===== config.mk =====
export PLATFORM = sky130hd
export DESIGN_NAME = div_clk_meter
export DESIGN_NICKNAME = d
export VERILOG_FILES = /design/src/rtl/div_clk_meter.sv
export SDC_FILE = /design/constraint.sdc
export NUM_CORES = 1
export LEC_CHECK = 0
export BUFFER_PORTS_ARGS = -buffer_cell sky130_fd_sc_hd__buf_2
export CORE_ASPECT_RATIO = 0.8
export CORE_MARGIN = 5
export CORE_UTILIZATION = 60
export CTS_BUF_LIST = sky130_fd_sc_hd__clkbuf_2 sky130_fd_sc_hd__clkbuf_4 sky130_fd_sc_hd__clkbuf_8
export DETAILED_ROUTE_END_ITERATION = 7
export PLACE_DENSITY = 0.86
export SLEW_MARGIN = 20
export SYNTH_ARGS = -nofsm -noshare
export SYNTH_HDL_FRONTEND = slang
export SYNTH_SLANG_ARGS = --single-unit

===== constraint.sdc =====
create_clock -name clk -period 2.1 [get_ports clk]
set_input_delay 0 -clock clk [delete_from_list [all_inputs] [get_ports clk]]
set_output_delay 0 -clock clk [all_outputs]
set_load 0.02 [all_outputs]

===== src/rtl/div_clk_meter.sv =====
// Period / high-time meter for a divided clock or enable tick.
// Optional stall detection is enabled with DIV_CLK_METER_TIMEOUT_EN.
module div_clk_meter #(
    parameter int CNT_W   = 16,
    parameter int TIMEOUT = 1000
) (
    input  logic             clk,
    input  logic             reset,
    input  logic             enable,
    input  logic             div_in,
    output logic             edge_tick,
    output logic             meas_valid,
    output logic [CNT_W-1:0] period,
    output logic [CNT_W-1:0] high_time,
    output logic             stalled
);

`ifdef DIV_CLK_METER_TIMEOUT_EN
    typedef enum logic [1:0] {IDLE, ARM, MEASURE, STALL} state_t;
`else
    typedef enum logic [1:0] {IDLE, ARM, MEASURE} state_t;
`endif

    localparam logic [CNT_W-1:0] CNT_MAX = '1;

    state_t           state_q;
    state_t           state_d;
    logic             s1;
    logic             s2;
    logic             prev;
    logic             rise;
    logic             run;
    logic             report;
    logic [CNT_W-1:0] cnt;
    logic [CNT_W-1:0] hcnt;
    logic [CNT_W-1:0] cnt_inc;
    logic [CNT_W-1:0] hcnt_inc;

    assign rise     = s2 & ~prev;
    assign run      = enable && (state_q != IDLE);
    assign cnt_inc  = (cnt == CNT_MAX) ? cnt : cnt + 1'b1;
    assign hcnt_inc = (hcnt == CNT_MAX) ? hcnt : hcnt + 1'b1;

`ifdef DIV_CLK_METER_TIMEOUT_EN
    logic timeout_hit;
    // cnt+1 == TIMEOUT, written without the widening add
    assign timeout_hit = (cnt == CNT_W'(TIMEOUT - 1));
    assign stalled     = (state_q == STALL);
`else
    assign stalled = 1'b0;
`endif

    always_ff @(posedge clk or negedge reset) begin
        if (!reset) begin
            s1   <= 1'b0;
            s2   <= 1'b0;
            prev <= 1'b0;
        end else begin
            s1   <= div_in;
            s2   <= s1;
            prev <= s2;
        end
    end

    always_ff @(posedge clk or negedge reset) begin
        if (!reset) begin
            state_q <= IDLE;
        end else begin
            state_q <= state_d;
        end
    end

    always_comb begin
        state_d = state_q;
        report  = 1'b0;
        if (!enable) begin
            state_d = IDLE;
        end else begin
            unique case (state_q)
                IDLE: state_d = ARM;
                ARM: begin
                    if (rise) begin
                        state_d = MEASURE;
`ifdef DIV_CLK_METER_TIMEOUT_EN
                    end else if (timeout_hit) begin
                        state_d = STALL;
`endif
                    end
                end
                MEASURE: begin
                    if (rise) begin
                        report = 1'b1;
`ifdef DIV_CLK_METER_TIMEOUT_EN
                    end else if (timeout_hit) begin
                        state_d = STALL;
`endif
                    end
                end
`ifdef DIV_CLK_METER_TIMEOUT_EN
                STALL: begin
                    if (rise) begin
                        state_d = MEASURE;
                    end
                end
`endif
                default: state_d = IDLE;
            endcase
        end
    end

    // hcnt restarts at 1 because the rise cycle itself is high
    always_ff @(posedge clk or negedge reset) begin
        if (!reset) begin
            cnt  <= '0;
            hcnt <= '0;
        end else if (!run) begin
            cnt  <= '0;
            hcnt <= '0;
        end else if (rise) begin
            cnt  <= '0;
            hcnt <= CNT_W'(1);
        end else begin
            cnt <= cnt_inc;
            if (s2) begin
                hcnt <= hcnt_inc;
            end
        end
    end

    always_ff @(posedge clk or negedge reset) begin
        if (!reset) begin
            edge_tick  <= 1'b0;
            meas_valid <= 1'b0;
            period     <= '0;
            high_time  <= '0;
        end else begin
            edge_tick  <= rise;
            meas_valid <= report;
            if (report) begin
                period    <= cnt_inc;
                high_time <= hcnt;
            end
        end
    end

endmodule


==> metrics.csv, run 1 <==
metric;value;unit
power_density;670;mW/mm2
die_x;91.4;um
clk_latency;0.34;ns
synth_area;0.00318;mm2
post-dp-hpwl;4630;um
wl;6680;um
ir_drop;0.610;mV
synthArstFlopShare;1.00;
syn-mean-instance-area;10.4;um2
cts_tree;yes;
antenna_found_initial;0;
start_kind;register;
gp_congestion;0.884;
die_h;75.1;um
synth_edf_count;0;
gr-total-overflow;0;
ys_warn_count;0;
ys_ff_latch;71;
r2r_slack;0.17;ns
diodes;0;
period_share;0.917;
ys_top_cells_by_area;dfrtp_1, o21ai_0, mux2_2;
rows;23;
drive_gt1_frac;0.237;
required;2.35;ns
ys.flop_type;dfrtp_1;
port_buffers;37;
synth_cell_types;44;
wl_per_cell;16.0;um
ys_top_cells_by_count;dfrtp_1, o21ai_0, nand2_1, nor2_1, nand3_1;
firstDrtPassIters;5;
max_stage_delay;0.45;ns
drt.antenna.violating_nets;0;
cts_buffers;9;
rsz0062_at_grt;no;
yosysTopAreaCell;dfrtp_1;
drc;0;
clockRootBuffer;clkbuf_8;
ios;39;
path_cells;ha_1 > nand3_1 > nor2_1 > a21o_1 > or3_1 > o31ai_1;
vias;2497;
max_freq;519;MHz
maxSlewViolCount;0;
ctsLongestPathBuffers;2;
timing.max_cap.violations;0;
grt_max_degree;48;
finClkSkew;0.00503;ns
areaGrowthSynthToFinish;14.7;%
start_util;0.627;
seq_area_frac_synth;0.559;
synth_top_area_frac;0.559;
post_cts_buffers;0;
cp_max_fo;6;
cp.arrival;2.18;ns
grt_pass1_vias;2425;
vias_per_cell;5.99;
htreeDepth;3;
fp.coreArea;0.00506;mm2
hold_path.class;in -> async;
synth_cells;306;
finalCriticalPeriod;1.93;ns
setup_viol;0;
power.total;2440;uW
grtUsageTotal;0.217;
endpoint_kind;register;
status;finished, final reports clean;
leakagePower;0.00173;uW
crit_buf_inv;0;
die_area;0.00686;mm2
critical_path_class;reg -> reg;
report.final.hold_viol_count;0;
grt_pass1_wl;11700;um
synth_nets;312;
worst_pin_slew;0.562;ns
nets;357;
crit_family;simple AND/OR/NAND/NOR gates;
first_iter_violations;318;
max_slew_margin;0.625;
cts_sinks;71;
synth.most_common_cell;dfrtp_1;
finalSetupTns;0;ns
slowest_stage;dfrtp_1;
path_clk_slew;0.07;ns
-- sequential cells by signal, summed over array words and instances, names as in the netlist --
name        flops
s1              1
hcnt           16
edge_tick       1
period         16
high_time      16
prev            1
meas_valid      1
cnt            16
state_q         2
s2              1
-- stage by stage --
step / util / cell area [um2] / hold slack [ns] / setup slack, ns / instances
after detailed placement: 0.680 / 3450 / 0.0217 / 0.116 / 399
after floorplan: - / 3180 / -0.296 / 0.397 / 306
final: 0.720 / 3640 / 0.179 / 0.174 / 417
after CTS: 0.718 / 3640 / 0.190 / 0.0942 / 417
after global routing: 0.720 / 3640 / 0.240 / 0.0235 / 417
after global placement: 0.680 / 3450 / 0.0191 / 0.272 / 399
-- placed cells by master, fill, tap and decap left out, types with 6 or more instances in the layout --
master and count:
xnor2_1 6, nor2_1 38, mux2_2 13, nand3_1 13, inv_1 6, buf_4 6
clkbuf_8 9, o31ai_1 9, buf_2 37, nand2_1 38, dfrtp_1 71, o21ai_0 39
-- final timing paths --
path                       depth (start not counted)         to  startpoint
min reg2reg                                        0         s2          s1
max                                                6    hcnt[9]     hcnt[0]
max reg2reg                                        6    hcnt[9]     hcnt[0]
max in group asynchronous                          3   hcnt[14]       reset
min                                                2  period[4]       reset
min in group clk                                   2         s1      div_in
-- worst register-to-register path: stages (launching register included) --
cell     delay, ns
dfrtp_1       0.45
ha_1          0.26
nand3_1       0.20
nor2_1        0.12
a21o_1        0.26
or3_1         0.35
o31ai_1       0.19
-- cell families (layout without fill, tap and decap cells) --
kind of cell / Yosys count / in the layout / share of synthesized area
adders and majority gates: 2 / 2 / 0.00788
buffers and inverters: 19 / 68 / 0.0272
other: 1 / 1 / 0.00118
xor gates and xnor gates: 8 / 8 / 0.0221
DFF: 71 / 71 / 0.559
and+or+nand+nor: 119 / 119 / 0.193
AOI/OAI and AO/OA: 68 / 68 / 0.127
muxes: 18 / 18 / 0.0618
-- cell type report --
| cell class | instances | area, um2 |
|---|---|---|
| sequential | 71 | 1780 |
| fill | 371 | 1420 |
| multi-input combinational | 216 | 1330 |
| timing repair buffer | 47 | 280 |
| clock buffer | 11 | 139 |
| tap | 62 | 77.6 |
| clock inverter | 4 | 23.8 |
| inverter | 6 | 22.5 |
-- per-layer routing --
layer	vias to the layer above	GRT usage	wire, um
li1	1169	-	-
met1	1203	0.303	3010
met2	118	0.317	3010
met3	7	0.0809	600
met4	0	0.0717	68
met5	-	0	0
-- timing repair --
item / in CTS / in global routing
hold endpoints to repair: 27 / 0
resized for setup: 0 / 1
hold buffers: 3 / 0
endpoints found under the setup margin: 0 / 1
-- report_power, final --
part	internal (uW)	switching, uW	leakage (uW)	total (uW)
clock	444	480	0.0000898	924
combinational	37.0	80.3	0.000660	117
sequential	1380	16.2	0.000979	1400
Power figures use the tool's default switching activity.
==> run 2, diff against run 1 <==
--- a/config.mk
+++ b/config.mk
@@ -12,7 +12,6 @@
 export CTS_BUF_LIST = sky130_fd_sc_hd__clkbuf_2 sky130_fd_sc_hd__clkbuf_4 sky130_fd_sc_hd__clkbuf_8
 export DETAILED_ROUTE_END_ITERATION = 7
 export PLACE_DENSITY = 0.86
-export SLEW_MARGIN = 20
 export SYNTH_ARGS = -nofsm -noshare
 export SYNTH_HDL_FRONTEND = slang
 export SYNTH_SLANG_ARGS = --single-unit
==> constraint.sdc (replaced) <==
create_clock -name clk -period 2.1 [get_ports clk]
set_input_delay 0.21 -clock clk [delete_from_list [all_inputs] [get_ports clk]]
set_output_delay 0.21 -clock clk [all_outputs]
set_load 0.02 [all_outputs]
==> run 2 against run 1 <==
Sequential cell count stayed put. Power increased by 18%. Largest power group unchanged. Routed wire length rose by 1.8%.
==> metrics.csv, run 2 (synthesis gave the netlist of run 1 again) <==
metric;value;unit
vias_per_cell;5.96;
dpl_cell_area;0.00346;mm2
final_common_cell;dfrtp_1;
wl_per_cell;16.2;um
cts_buffers;9;
antenna_found_initial;0;
hold_ws;0.135;ns
grt_pass1_wl;11700;um
swShare;0.210;
grt_max_degree;51;
pwr-share-seq;0.486;
rr_endpoint;hcnt[9];
status;finished, final reports clean;
ff2ff_path_depth;6;
drive_gt1_frac;0.244;
r2r_slack;0.15;ns
p_sw;605;uW
cp.arrival;2.21;ns
timing.max_cap.violations;0;
wl;6810;um
max_freq;514;MHz
cts_sinks;71;
setup_viol;0;
period_share;0.927;
r2r-start;hcnt[0];
combPwrFrac;0.040;
drt.antenna.violating_nets;0;
gr-total-overflow;0;
holdPathEnd;state_q[1];
post-route-cell-area;0.00374;mm2
max_slew_margin;0.651;
required;2.36;ns
gp_congestion;0.889;
ir_drop;0.633;mV
dp_cells;401;
vias;2499;
path_cells;ha_1 > nand3_1 > nor2_1 > a21o_1 > or3_1 > o31ai_1;
start_util;0.627;
leakagePower;0.00177;uW
nets;358;
areaGrowthSynthToFinish;17.8;%
grtUsageTotal;0.219;
start_kind;register;
ios;39;
htreeDepth;3;
path_clk_slew;0.07;ns
cts_tree;yes;
max_stage_delay;0.45;ns
stdcell_count;419;
clockRootBuffer;clkbuf_8;
critical_path_class;reg -> reg;
hold_path.class;in -> reg;
clk_latency;0.35;ns
layout_common_cells;dfrtp_1, o21ai_0, nand2_1, nor2_1, buf_2;
die_h;75.1;um
pwr-share-clk;0.473;
diodes;0;
hp-start;enable;
post_cts_buffers;0;
grt_pass1_vias;2393;
post-dp-hpwl;4680;um
rows;23;
worst_pin_slew;0.519;ns
drc;0;
slowest_stage;dfrtp_1;
port_buffers;37;
first_iter_violations;306;
fp.coreArea;0.00506;mm2
power_density;769;mW/mm2
finalSetupTns;0;ns
finalCoreUtilization;0.739;
cp_max_fo;6;
firstDrtPassIters;5;
report.final.hold_viol_count;0;
finalCriticalPeriod;1.95;ns
die_area;0.00686;mm2
endpoint_kind;register;
maxSlewViolCount;0;
p_int;2270;uW
ctsLongestPathBuffers;2;
holdPathStages;2;
die_x;91.4;um
finClkSkew;0.0103;ns
[run 2: changes by cell type in the layout (fill, tap and decap cells not counted)]
cell / change
clkbuf_8: +2
clkinv_2: -2
buf_4: +2
bufinv_16: +3
dlygate4sd3_1: -1
clkbuf_4: -2
[run 2: power groups by stage]
stage                     combinational [uW]  clock [uW]  sequential (uW)
after global routing                     133        1440             1400
after CTS                                118        1390             1400
after global placement                   111           0             1420
after detailed placement                 114           0             1430
after floorplan                         49.7           0             1430
final                                    116        1360             1400
[run 2: how the worst max path moves through the flow]
stage                  from        to  slack [ns]  cells past startpoint
floorplan           hcnt[0]   hcnt[9]        0.40                      6
global placement    hcnt[0]   hcnt[9]        0.30                      6
detailed placement  hcnt[0]  hcnt[14]        0.19                      5
CTS                 hcnt[0]  hcnt[14]        0.17                      5
global route        hcnt[9]   hcnt[3]     -0.0008                      5
finish              hcnt[0]   hcnt[9]        0.15                      6
[run 2: repair_timing]
| item | in CTS | in global routing |
|---|---|---|
| hold buffers | 2 | 0 |
| setup endpoints to repair | 0 | 1 |
| resized for setup | 0 | 1 |
| endpoints found under the hold margin | 22 | 0 |
[run 2: worst max-delay path: cells and delay by family (launching register included)]
kind,cells,cell delay [ns]
AO/OA/AOI/OAI,2,0.46
adder cells (fa/ha/maj),1,0.27
flip-flops,1,0.45
AND/OR/NAND/NOR,3,0.68
[run 2: area by class of cell]
cell class	instances	area [um2]
Fill cell	329	1320
Multi-Input combinational cell	216	1330
Inverter	6	22.5
Sequential cell	71	1780
Clock buffer	11	151
Tap cell	62	77.6
Clock inverter	5	104
Timing Repair Buffer	48	285
[run 2: per-stage QoR]
step                setup slack (ns)  power (uW)
finish                         0.154        2880
global route               -0.000777        2980
CTS                            0.167        2910
detailed placement             0.195        1540
global placement               0.301        1540
floorplan                      0.397        1480
[run 2: metal layers]
| metal | vias to the layer above | part of all wire | track usage |
|---|---|---|---|
| li1 | 1173 | - | - |
| met1 | 1202 | 0.47 | 0.311 |
| met2 | 109 | 0.43 | 0.326 |
| met3 | 15 | 0.086 | 0.0759 |
| met4 | 0 | 0.014 | 0.0586 |
| met5 | - | 0 | 0 |
==> run 3, diff against run 2 <==
--- a/config.mk
+++ b/config.mk
@@ -6,7 +6,6 @@
 export NUM_CORES = 1
 export LEC_CHECK = 0
 export BUFFER_PORTS_ARGS = -buffer_cell sky130_fd_sc_hd__buf_2
-export CORE_ASPECT_RATIO = 0.8
 export CORE_MARGIN = 5
 export CORE_UTILIZATION = 60
 export CTS_BUF_LIST = sky130_fd_sc_hd__clkbuf_2 sky130_fd_sc_hd__clkbuf_4 sky130_fd_sc_hd__clkbuf_8
==> run 3 against run 2 <==
Final area fell by 1.9%. Maximum frequency up 0.14%. Critical path depth unchanged. Combinational power barely moved. Worst hold slack lost 0.0027 ns. Sequential cell count is the same. Largest power group unchanged. Clock power is 22% lower. Routed wire length down 7.2%. Cell count increased by 1.2%. Via count fell by 4.5%.
==> metrics.csv, run 3 (synthesis gave the netlist of run 1 again) <==
metric;value;unit
timing.max_cap.violations;0;
maxSlewViolCount;0;
nets;355;
r2r-start;hcnt[0];
firstDrtPassIters;4;
clockRootBuffer;clkbuf_8;
worst_pin_slew;0.498;ns
ctsLongestPathBuffers;2;
setup_viol;0;
gr-total-overflow;0;
max_stage_delay;0.44;ns
cts_tree;yes;
finalCriticalPeriod;1.94;ns
dp_cells;406;
leakagePower;0.00174;uW
grt_pass1_wl;10900;um
vias_per_cell;5.63;
first_iter_violations;157;
nFillCells;416;
post-dp-hpwl;4440;um
fp.coreArea;0.00514;mm2
stdcell_count;424;
seq_area;0.00178;mm2
areaGrowthSynthToFinish;15.6;%
grtUsageTotal;0.215;
clk_latency;0.34;ns
power.total;2570;uW
report.final.hold_viol_count;0;
post_cts_buffers;0;
die_h;82.8;um
cp.arrival;2.19;ns
cts_buffers;9;
vias;2387;
hold_path.class;in -> reg;
wl_per_cell;14.9;um
max_freq;515;MHz
gp_congestion;0.881;
ir_drop;0.572;mV
htreeDepth;3;
finClkSkew;0.00593;ns
start_kind;register;
grt_pass1_vias;2349;
finalSetupTns;0;ns
cts_sinks;71;
die_area;0.00685;mm2
power_density;701;mW/mm2
ios;39;
hp-start;enable;
drive_gt1_frac;0.237;
status;finished, final reports clean;
slowest_stage;dfrtp_1;
critical_path_class;reg -> reg;
path_clk_slew;0.07;ns
diodes;0;
start_util;0.618;
final_common_cell;dfrtp_1;
required;2.35;ns
port_buffers;37;
wl;6320;um
antenna_found_initial;0;
grt_max_degree;51;
layout_common_cells;dfrtp_1, o21ai_0, nand2_1, nor2_1, buf_2;
crit_path_start;hcnt[0];
period_share;0.925;
multiInputGateArea;0.00133;mm2
rows;26;
drc;0;
max_slew_margin;0.666;
die_x;82.8;um
endpoint_kind;register;
path_cells;ha_1 > nand3_1 > nor2_1 > a21o_1 > or3_1 > o31ai_1;
drt.antenna.violating_nets;0;
cp_max_fo;6;
[run 3: cell types whose count changed in the layout (fill, tap and decap cells not counted), sizes merged]
cell | previous run | this run
buf | 46 | 43
bufinv | 3 | 1
clkbuf | 11 | 12
clkinv | 2 | 3
[run 3: final cells by class]
class / count / area share
inverter: 6 / 0.00613
timing repair buffer: 45 / 0.0716
clock inverter: 4 / 0.0123
sequential: 71 / 0.484
multi-input combinational: 216 / 0.361
tap: 70 / 0.0239
clock buffer: 12 / 0.0416
[run 3: power breakdown]
| group | internal [uW] | switching [uW] | total [uW] |
|---|---|---|---|
| clock | 601 | 459 | 1060 |
| combinational | 34.4 | 78.9 | 113 |
| sequential | 1380 | 14.8 | 1400 |
[run 3: worst paths after layout]
kind                                 end  slack, ns  cells after the start
max                              hcnt[9]       0.16                      6
min                           state_q[1]       0.13                      2
max reg2reg                      hcnt[9]       0.16                      6
min reg2reg                           s2       0.36                      0
max in group asynchronous  high_time[14]       1.12                      3
min in group asynchronous      period[3]       0.37                      2
[run 3: per-stage QoR]
stage,cell area [um2],util,worst slack (ns),hold WS [ns]
floorplan,3180,-,0.397,-0.0856
global placement,3450,0.671,0.290,0.194
detailed placement,3450,0.671,0.181,0.210
CTS,3670,0.713,0.179,0.110
global route,3670,0.714,-0.00751,0.123
finish,3670,0.714,0.157,0.132
[run 3: worst max-delay path: cells and delay by family, from the launching register on]
kind,cells,cell delay [ns]
fa+ha+maj,1,0.26
compound gates,2,0.47
simple gates,3,0.69
flops,1,0.44
[run 3: layer usage]
layer | up-vias | global-route usage | wire length, um
met2 | 62 | 0.381 | 3430
met3 | 9 | 0.0618 | 336
li1 | 1158 | - | -
met5 | - | 0 | 0
met1 | 1158 | 0.244 | 2460
met4 | 0 | 0.0817 | 85
[run 3: timing repair]
item | 4_1_cts | 5_1_grt
resized for setup | 0 | 1
hold endpoints to repair | 22 | 0
setup endpoints to repair | 0 | 1
hold buffers | 2 | 0
